--- src/rtl/muldiv_unit_pkg.sv ---
// Shared op codes, state encodings and iteration count for the multiply/divide
// unit; also imported by the core's decode logic.
package muldiv_unit_pkg;

   localparam logic [2:0] MDU_MULT  = 3'd0;
   localparam logic [2:0] MDU_MULTU = 3'd1;
   localparam logic [2:0] MDU_DIV   = 3'd2;
   localparam logic [2:0] MDU_DIVU  = 3'd3;
   localparam logic [2:0] MDU_MTHI  = 3'd4;
   localparam logic [2:0] MDU_MTLO  = 3'd5;

   localparam int MDU_ITERS = 32;

   typedef enum logic [1:0] {
      ST_IDLE = 2'd0,
      ST_CALC = 2'd1,
      ST_FIX  = 2'd2
   } mdu_state_t;

   // Ops 0-3 occupy the iterative datapath; 4-7 are handled directly in IDLE.
   function automatic logic is_muldiv(input logic [2:0] op);
      return ~op[2];
   endfunction

endpackage

--- src/rtl/muldiv_unit_signfix.sv ---
// Conditional two's-complement negation: extracts operand magnitudes on the way
// in and restores result signs on the way out.
module muldiv_unit_signfix #(
   parameter int W = 32
) (
   input  logic [W-1:0] value,
   input  logic         negate,
   output logic [W-1:0] result
);

   assign result = negate ? -value : value;

endmodule

--- src/rtl/muldiv_unit.sv ---
// Iterative MULT/MULTU/DIV/DIVU unit with architectural HI/LO for the EX stage.
// Optional MDU_FAST_MUL_EN: single-cycle combinational multiply (IDLE -> FIX).
module muldiv_unit
   import muldiv_unit_pkg::*;
#(
   parameter int WIDTH = 32
) (
   input  logic             clk,
   input  logic             rst,
   input  logic             start,
   input  logic [2:0]       op,
   input  logic [WIDTH-1:0] a,
   input  logic [WIDTH-1:0] b,
   output logic             busy,
   output logic             done,
   output logic [WIDTH-1:0] hi,
   output logic [WIDTH-1:0] lo
);

   localparam int CW = $clog2(MDU_ITERS);

   mdu_state_t           state;
   logic [CW-1:0]        cnt;
   logic                 is_div;
   logic                 neg_res;
   logic                 neg_rem;
   logic                 div_zero;
   logic [WIDTH-1:0]     mag_a;
   logic [WIDTH-1:0]     mag_b;
   logic [2*WIDTH-1:0]   acc;

   logic                 signed_op;
   logic [WIDTH-1:0]     abs_a;
   logic [WIDTH-1:0]     abs_b;
   logic [2*WIDTH-1:0]   mul_next;
   logic [WIDTH:0]       trial;
   logic [WIDTH-1:0]     diff;
   logic                 ge;
   logic [WIDTH-1:0]     rem_next;
   logic [WIDTH-1:0]     quot_next;
   logic [2*WIDTH-1:0]   prod;
   logic [WIDTH-1:0]     quot;
   logic [WIDTH-1:0]     rem;

   assign signed_op = (op == MDU_MULT) || (op == MDU_DIV);

   muldiv_unit_signfix #(.W(WIDTH)) u_fix_a (
      .value  (a),
      .negate (signed_op & a[WIDTH-1]),
      .result (abs_a)
   );

   muldiv_unit_signfix #(.W(WIDTH)) u_fix_b (
      .value  (b),
      .negate (signed_op & b[WIDTH-1]),
      .result (abs_b)
   );

   // Multiply walks the multiplier MSB-first; divide shifts quotient bits in at
   // the LSB while the partial remainder lives in the upper half of acc.
   assign mul_next  = {acc[2*WIDTH-2:0], 1'b0} + (mag_b[cnt] ? {{WIDTH{1'b0}}, mag_a} : '0);
   assign trial     = {acc[2*WIDTH-1:WIDTH], mag_a[cnt]};
   assign ge        = trial >= {1'b0, mag_b};
   assign diff      = trial[WIDTH-1:0] - mag_b;
   assign rem_next  = ge ? diff : trial[WIDTH-1:0];
   assign quot_next = {acc[WIDTH-2:0], ge};

   muldiv_unit_signfix #(.W(2*WIDTH)) u_fix_prod (
      .value  (acc),
      .negate (neg_res),
      .result (prod)
   );

   muldiv_unit_signfix #(.W(WIDTH)) u_fix_quot (
      .value  (acc[WIDTH-1:0]),
      .negate (neg_res),
      .result (quot)
   );

   muldiv_unit_signfix #(.W(WIDTH)) u_fix_rem (
      .value  (acc[2*WIDTH-1:WIDTH]),
      .negate (neg_rem),
      .result (rem)
   );

`ifdef MDU_FAST_MUL_EN
   logic [2*WIDTH-1:0] fast_prod;
   assign fast_prod = {{WIDTH{1'b0}}, abs_a} * {{WIDTH{1'b0}}, abs_b};
`endif

   // Control, counter, accumulator and HI/LO; HI/LO change only in FIX or on MTHI/MTLO.
   always_ff @(posedge clk) begin
      if (rst) begin
         state    <= ST_IDLE;
         cnt      <= '0;
         is_div   <= 1'b0;
         neg_res  <= 1'b0;
         neg_rem  <= 1'b0;
         div_zero <= 1'b0;
         mag_a    <= '0;
         mag_b    <= '0;
         acc      <= '0;
         busy     <= 1'b0;
         done     <= 1'b0;
         hi       <= '0;
         lo       <= '0;
      end else begin
         done <= 1'b0;
         case (state)
            ST_IDLE: begin
               if (start && is_muldiv(op)) begin
                  mag_a    <= abs_a;
                  mag_b    <= abs_b;
                  is_div   <= op[1];
                  neg_res  <= signed_op & (a[WIDTH-1] ^ b[WIDTH-1]);
                  neg_rem  <= signed_op & a[WIDTH-1];
                  div_zero <= (b == '0);
                  acc      <= '0;
                  cnt      <= CW'(MDU_ITERS - 1);
                  busy     <= 1'b1;
                  state    <= ST_CALC;
`ifdef MDU_FAST_MUL_EN
                  if (!op[1]) begin
                     acc   <= fast_prod;
                     state <= ST_FIX;
                  end
`endif
               end else if (start && op == MDU_MTHI) begin
                  hi <= a;
               end else if (start && op == MDU_MTLO) begin
                  lo <= a;
               end
            end
            ST_CALC: begin
               acc <= is_div ? {rem_next, quot_next} : mul_next;
               if (cnt == '0) begin
                  state <= ST_FIX;
               end else begin
                  cnt <= cnt - 1'b1;
               end
            end
            ST_FIX: begin
               if (is_div) begin
                  lo <= div_zero ? '1 : quot;
                  hi <= rem;
               end else begin
                  hi <= prod[2*WIDTH-1:WIDTH];
                  lo <= prod[WIDTH-1:0];
               end
               done  <= 1'b1;
               busy  <= 1'b0;
               state <= ST_IDLE;
            end
            default: begin
               state <= ST_IDLE;
               busy  <= 1'b0;
            end
         endcase
      end
   end

endmodule

--- config.mk ---
export PLATFORM = sky130hd
export DESIGN_NAME = muldiv_unit
export DESIGN_NICKNAME = d
export VERILOG_FILES = /design/src/rtl/muldiv_unit_pkg.sv /design/src/rtl/muldiv_unit_signfix.sv /design/src/rtl/muldiv_unit.sv
export SDC_FILE = /design/constraint.sdc
export NUM_CORES = 1
export LEC_CHECK = 0
export ABC_AREA = 1
export CORE_MARGIN = 2
export CORE_UTILIZATION = 45
export CTS_CLUSTER_SIZE = 40
export DETAILED_ROUTE_END_ITERATION = 16
export HOLD_SLACK_MARGIN = 0.02
export PLACE_DENSITY = 0.67
export SYNTH_ARGS = -nofsm -noshare
export SYNTH_HDL_FRONTEND = slang
export SYNTH_SLANG_ARGS = --single-unit
--- constraint.sdc ---
create_clock -name clk -period 9.3 [get_ports clk]
set_input_delay 0.93 -clock clk [delete_from_list [all_inputs] [get_ports clk]]
set_output_delay 0.93 -clock clk [all_outputs]
set_load 0.05 [all_outputs]
==> results.sh, run 1 <==
export IMPL_core_area_um2=44200
export IMPL_place_inst=4249
export IMPL_grt_max_degree=93
export IMPL_endpoint_kind="flip-flop"
export IMPL_hold_path_class="flip-flop to flip-flop"
export IMPL_antenna_found_initial=0
export IMPL_maxCapViolCount=0
export IMPL_slew_headroom=0.267
export IMPL_synth_cells=3640
export IMPL_totalWireLength_um=85600
export IMPL_wl_per_cell_um=19.9
export IMPL_htreeDepth=1
export IMPL_hold_violations=0
export IMPL_synthFlopType="dfxtp_1"
export IMPL_critPathMaxStageDelay_ns=0.89
export IMPL_max_freq_mhz=215
export IMPL_yosysWarnings=0
export IMPL_cts_resized_gates=0
export IMPL_finalMaxSlewViolations=0
export IMPL_ir_drop_mv=0.127
export IMPL_n_antenna_cell=0
export IMPL_dieArea_um2=46400
export IMPL_post_route_drc_count=0
export IMPL_switching_share=0.404
export IMPL_path_cells="inv_1, o21ai_0, o21ai_0, nand2_1, nand4_1, nand2_1, buf_4, nor2_1, ha_1, fa_1, nand2_1, nand3_1, nand3_1, nand2_1, a21oi_1, o21ai_0, or2_2, nand3_1, nand2_1, o21ai_0"
export IMPL_layout_common_cells="nand2_1 (1026), inv_1 (548), nor2_1 (437)"
export IMPL_setup_ws_ns=4.65
export IMPL_syn_area_um2=20100
export IMPL_die_y_um=216
export IMPL_first_iter_violations=2822
export IMPL_syn_avg_cell_area_um2=5.53
export IMPL_clock_sinks=205
export IMPL_grtUsageTotal=0.360
export IMPL_synthDistinctLibCells=53
export IMPL_cts_buffer_depth=3
export IMPL_finalSetupTns_ns=0
export IMPL_final_core_util=0.513
export IMPL_rsz0062_at_grt="no"
export IMPL_cp_num_buf_inv=2
export IMPL_synth_edff_count=0
export IMPL_critical_path_slowest_cell="dfxtp_1"
export IMPL_nets=3827
export IMPL_final_common_cell="nand2_1"
export IMPL_dr_pass1_iters=7
export IMPL_layout_min_cycle_time_ns=4.65
export IMPL_dr_total_vias=24100
export IMPL_portBuffers=135
export IMPL_start_util=0.455
export IMPL_pre_cts_ws_ns=4.84
export IMPL_power_switching_mw=1.30
export IMPL_clk_latency_ns=0.58
export IMPL_finalCritPeriodShare=0.500
export IMPL_cts_tree="done"
export IMPL_pwr_share_clk=0.341
export IMPL_worst_slew_pin_slew_ns=1.10
export IMPL_postCtsSetupRepairBufs=0
export IMPL_status="finished, final reports clean"
export IMPL_clock_skew_ns=0.0266
export IMPL_synth_async_sr_flop_share=0
export IMPL_die_width_um=216
export IMPL_crit_top_cell="nand2_1"
export IMPL_path_delay_family="simple AND/OR/NAND/NOR gates"
export IMPL_cp_required_ns=9.77
export IMPL_synth_fp_nets=3782
export IMPL_globalplace_congestion=1.05
export IMPL_setup_viol_count_final=0
export IMPL_place_hpwl_um=67300
export IMPL_synth_seq_area_share=0.204
export IMPL_finalNonFillerCells=4296
export IMPL_hold_buffers=0
export IMPL_grt_pass1_vias=21700
export IMPL_seq_power_share=0.308
export IMPL_path_class="flip-flop to flip-flop"
export IMPL_postLayoutCellArea_um2=22700
export IMPL_areaGrowthSynthToFinish_pct=12.6
export IMPL_cts_buffers=26
export IMPL_ant_nets=0
export IMPL_grt_pass1_wl_um=129000
export IMPL_cp_max_fo=31
export IMPL_power_internal_mw=1.91
export IMPL_p_comb_frac=0.350
export IMPL_rows=77
export IMPL_root_buffer="clkbuf_16"
export IMPL_cts_clk_slew_worst_paths_ns=0.07
export IMPL_start_kind="flip-flop"
export IMPL_place_area_um2=21800
export IMPL_cp_data_arrival_time_ns=5.12
export IMPL_viasPerCell=5.60
export IMPL_ios=136
export IMPL_ys_seq_elements=205
export IMPL_p_leak_nw=11.4
export IMPL_power_density_nw_per_um2=141
export IMPL_grt_ovfl_total=0
export IMPL_layout_drive_gt1_share=0.0451
final timing paths:
kind	slack (ns)	startpoint	end	cells past startpoint
max	4.65	cnt[1]	acc[29]	20
min	0.47	busy	busy	2
max reg2reg	4.65	cnt[1]	acc[29]	20
min reg2reg	0.47	busy	busy	2
through the flow:
step	hold slack [ns]	power [mW]
2_1_floorplan	0.445	1.74
3_3_place_gp	0.457	2.09
3_5_place_dp	0.460	2.09
4_1_cts	0.469	3.17
5_1_grt	0.502	3.35
6_report	0.469	3.20
cell usage after synthesis, types with 10 or more instances:
cell | number | area, µm²
o211ai_1 | 28 | 210
xor2_1 | 48 | 420
o21ai_0 | 281 | 1410
xnor2_1 | 17 | 149
nand3_2 | 10 | 100
clkbuf_1 | 70 | 263
nor2_2 | 23 | 144
buf_1 | 11 | 41.3
o21ai_1 | 24 | 120
o22ai_1 | 15 | 93.8
nor2_1 | 438 | 1640
a31oi_1 | 12 | 75.1
nand3b_1 | 18 | 135
inv_2 | 14 | 52.6
a21oi_1 | 230 | 1150
nand3_1 | 295 | 1480
inv_1 | 550 | 2060
ha_1 | 70 | 876
nand2_2 | 14 | 87.6
buf_2 | 46 | 230
nand2_1 | 1026 | 3850
nand4_1 | 70 | 438
nor3_1 | 29 | 145
dfxtp_1 | 205 | 4100
layer usage:
| metal | track usage | wire, µm | vias to the layer above |
|---|---|---|---|
| met5 | 0 | 0 | - |
| met4 | 0.258 | 7060 | 0 |
| met3 | 0.0616 | 8180 | 246 |
| met2 | 0.545 | 35900 | 1285 |
| met1 | 0.462 | 34500 | 10800 |
| li1 | - | - | 11800 |
worst min-delay path, cell delays in order, from the launching register on:
cell     delay, ns
dfxtp_1       0.31
nand2_1       0.06
a21oi_1       0.06
sequential cells by signal (all words and copies together), names as in the netlist, 2 cells and up:
name / flops
hi: 32
mag_b: 32
state: 2
cnt: 5
acc: 64
mag_a: 32
lo: 32
layout make-up:
class	count	area, µm²
Fill cell	4804	21600
Multi-Input combinational cell	2732	13300
Sequential cell	205	4110
Inverter	565	2120
Timing Repair Buffer	155	1500
Clock buffer	38	797
Tap cell	592	741
Clock inverter	9	109
kinds of logic after synthesis:
| group | Yosys count | share of synthesized area |
|---|---|---|
| buf+inv | 703 | 0.137 |
| compound gates | 628 | 0.168 |
| flops | 205 | 0.204 |
| xor+xnor | 65 | 0.0283 |
| fa+ha+maj | 72 | 0.0455 |
| simple gates | 1967 | 0.418 |
power by group through the flow:
stage	clock, mW	sequential, mW	combinational, mW
4_1_cts	1.10	0.985	1.09
6_report	1.09	0.988	1.12
2_1_floorplan	0	1.03	0.708
3_3_place_gp	0	1.00	1.08
3_5_place_dp	0	1.00	1.08
5_1_grt	1.13	0.992	1.22
Power figures use the tool's default switching activity.
==> inputs of run 2 (changes only) <==
Clock period 9.3 ns to 4.8 ns, I/O delays scaled along.
==> run 2 against run 1 <==
Against the previous run: wire length rose by 1.7%; core utilization rose by 0.085 points; critical path depth rose by 2; maximum frequency rose by 8.7%; largest cell class unchanged; count of clock-buffer cells in the layout fell by 7; combinational power rose by 95%; clock skew fell by 0.0045 ns; via count fell by 0.59%; critical path type unchanged; largest power group unchanged; sequential power rose by 94%.
==> results.sh, run 2 (synthesis results as in run 1) <==
export IMPL_status="finished, final reports clean"
export IMPL_totalWireLength_um=87000
export IMPL_place_area_um2=21800
export IMPL_maxCapViolCount=0
export IMPL_viasPerCell=5.56
export IMPL_place_inst=4258
export IMPL_cp_data_arrival_time_ns=4.72
export IMPL_dieArea_um2=46400
export IMPL_worst_slew_pin_slew_ns=1.16
export IMPL_postCtsSetupRepairBufs=0
export IMPL_n_antenna_cell=0
export IMPL_r2r_end="acc[41]"
export IMPL_htreeDepth=1
export IMPL_r2r_cells=22
export IMPL_root_buffer="clkbuf_16"
export IMPL_hold_violations=0
export IMPL_cp_max_fo=27
export IMPL_place_hpwl_um=69300
export IMPL_cts_clk_slew_worst_paths_ns=0.06
export IMPL_clock_skew_ns=0.0221
export IMPL_layout_common_cells="nand2_1 (1026), inv_1 (548), nor2_1 (437)"
export IMPL_max_freq_mhz=234
export IMPL_hold_buffers=0
export IMPL_power_density_nw_per_um2=271
export IMPL_areaGrowthSynthToFinish_pct=12.8
export IMPL_first_iter_violations=2977
export IMPL_clk_latency_ns=0.57
export IMPL_cts_buffer_depth=3
export IMPL_post_route_drc_count=0
export IMPL_nets=3836
export IMPL_cp_required_ns=5.25
export IMPL_critical_path_slowest_cell="nand2_1"
export IMPL_p_leak_nw=11.4
export IMPL_fillerInstances=4806
export IMPL_start_kind="flip-flop"
export IMPL_grt_ovfl_total=0
export IMPL_ant_nets=0
export IMPL_rows=77
export IMPL_endpoint_kind="flip-flop"
export IMPL_layout_min_cycle_time_ns=4.27
export IMPL_cts_resized_gates=0
export IMPL_critPathMaxStageDelay_ns=0.48
export IMPL_rsz0062_at_grt="no"
export IMPL_grtUsageTotal=0.367
export IMPL_largest_register_ffs=64
export IMPL_postLayoutCellArea_um2=22700
export IMPL_core_area_um2=44200
export IMPL_grt_max_degree=92
export IMPL_min_from="busy"
export IMPL_path_cells="buf_4, inv_2, a21oi_1, o21ai_0, nand2_1, nand2_1, nand4_1, nand2_1, buf_4, nor2_1, ha_1, nand2_1, nor2_1, nand2_1, nor2_1, nand2_1, nand3b_1, nand2_1, nand3_1, nand3_1, nand3_1, nand2_1"
export IMPL_hold_depth=2
export IMPL_rrSetupSlack_ns=0.53
export IMPL_dr_total_vias=23900
export IMPL_die_width_um=216
export IMPL_hold_path_class="flip-flop to flip-flop"
export IMPL_layout_drive_gt1_share=0.0474
export IMPL_antenna_found_initial=0
export IMPL_dr_pass1_iters=7
export IMPL_crit_top_cell="nand2_1"
export IMPL_clock_sinks=205
export IMPL_portBuffers=135
export IMPL_wl_per_cell_um=20.2
export IMPL_slew_headroom=0.226
export IMPL_start_util=0.455
export IMPL_largest_register="acc"
export IMPL_finalNonFillerCells=4303
export IMPL_final_common_cell="nand2_1"
export IMPL_globalplace_congestion=1.05
export IMPL_path_class="flip-flop to flip-flop"
export IMPL_finalMaxSlewViolations=0
export IMPL_hold_path_endpoint="busy"
export IMPL_die_y_um=216
export IMPL_cts_tree="done"
export IMPL_ir_drop_mv=0.295
export IMPL_reg2reg_from="cnt[0]"
export IMPL_ios=136
export IMPL_cts_buffers=26
export IMPL_setup_viol_count_final=0
export IMPL_finalCritPeriodShare=0.891
export IMPL_grt_pass1_wl_um=131000
export IMPL_grt_pass1_vias=22100
export IMPL_finalSetupTns_ns=0
run 2: stage by stage:
stage	setup slack (ns)	total power, mW	hold slack [ns]	util
after global placement	0.768	4.05	0.458	0.494
final	0.525	6.16	0.464	0.514
after global routing	0.194	6.45	0.483	0.514
after detailed placement	0.718	4.05	0.459	0.494
after CTS	0.694	6.11	0.468	0.514
after floorplan	1.64	3.37	0.445	-
run 2: how the worst max path moves through the flow:
stage,from,end
6_report,cnt[0],acc[41]
3_5_place_dp,cnt[0],acc[57]
2_1_floorplan,cnt[0],acc[29]
4_1_cts,cnt[0],acc[41]
3_3_place_gp,cnt[0],acc[63]
5_1_grt,cnt[0],acc[44]
run 2: routing by layer:
| layer | up-vias | GRT usage | share of wire |
|---|---|---|---|
| li1 | 11800 | - | - |
| met1 | 10700 | 0.463 | 0.40 |
| met2 | 1186 | 0.567 | 0.42 |
| met3 | 280 | 0.0479 | 0.085 |
| met4 | 0 | 0.287 | 0.091 |
| met5 | - | 0 | 0 |
run 2: power breakdown:
group	internal, mW	switching, mW
Clock	1.22	0.838
Sequential	1.80	0.116
Combinational	0.650	1.53
run 2: cell type report:
type                       instances  area, µm²  area share
clock buffer                      31        721      0.0317
clock inverter                    14        155     0.00683
tap                              592        741      0.0326
multi-input combinational       2732      13300       0.586
timing repair buffer             164       1570      0.0691
sequential                       205       4110       0.181
inverter                         565       2120      0.0934
run 2: worst max-delay path, delay by kind of cell, from the launching register on:
kind / cells / cell delay (ns)
buffers and inverters: 3 / 0.83
adders and majority gates: 1 / 0.35
DFF: 1 / 0.31
and+or+nand+nor: 16 / 2.45
AOI/OAI and AO/OA: 2 / 0.20
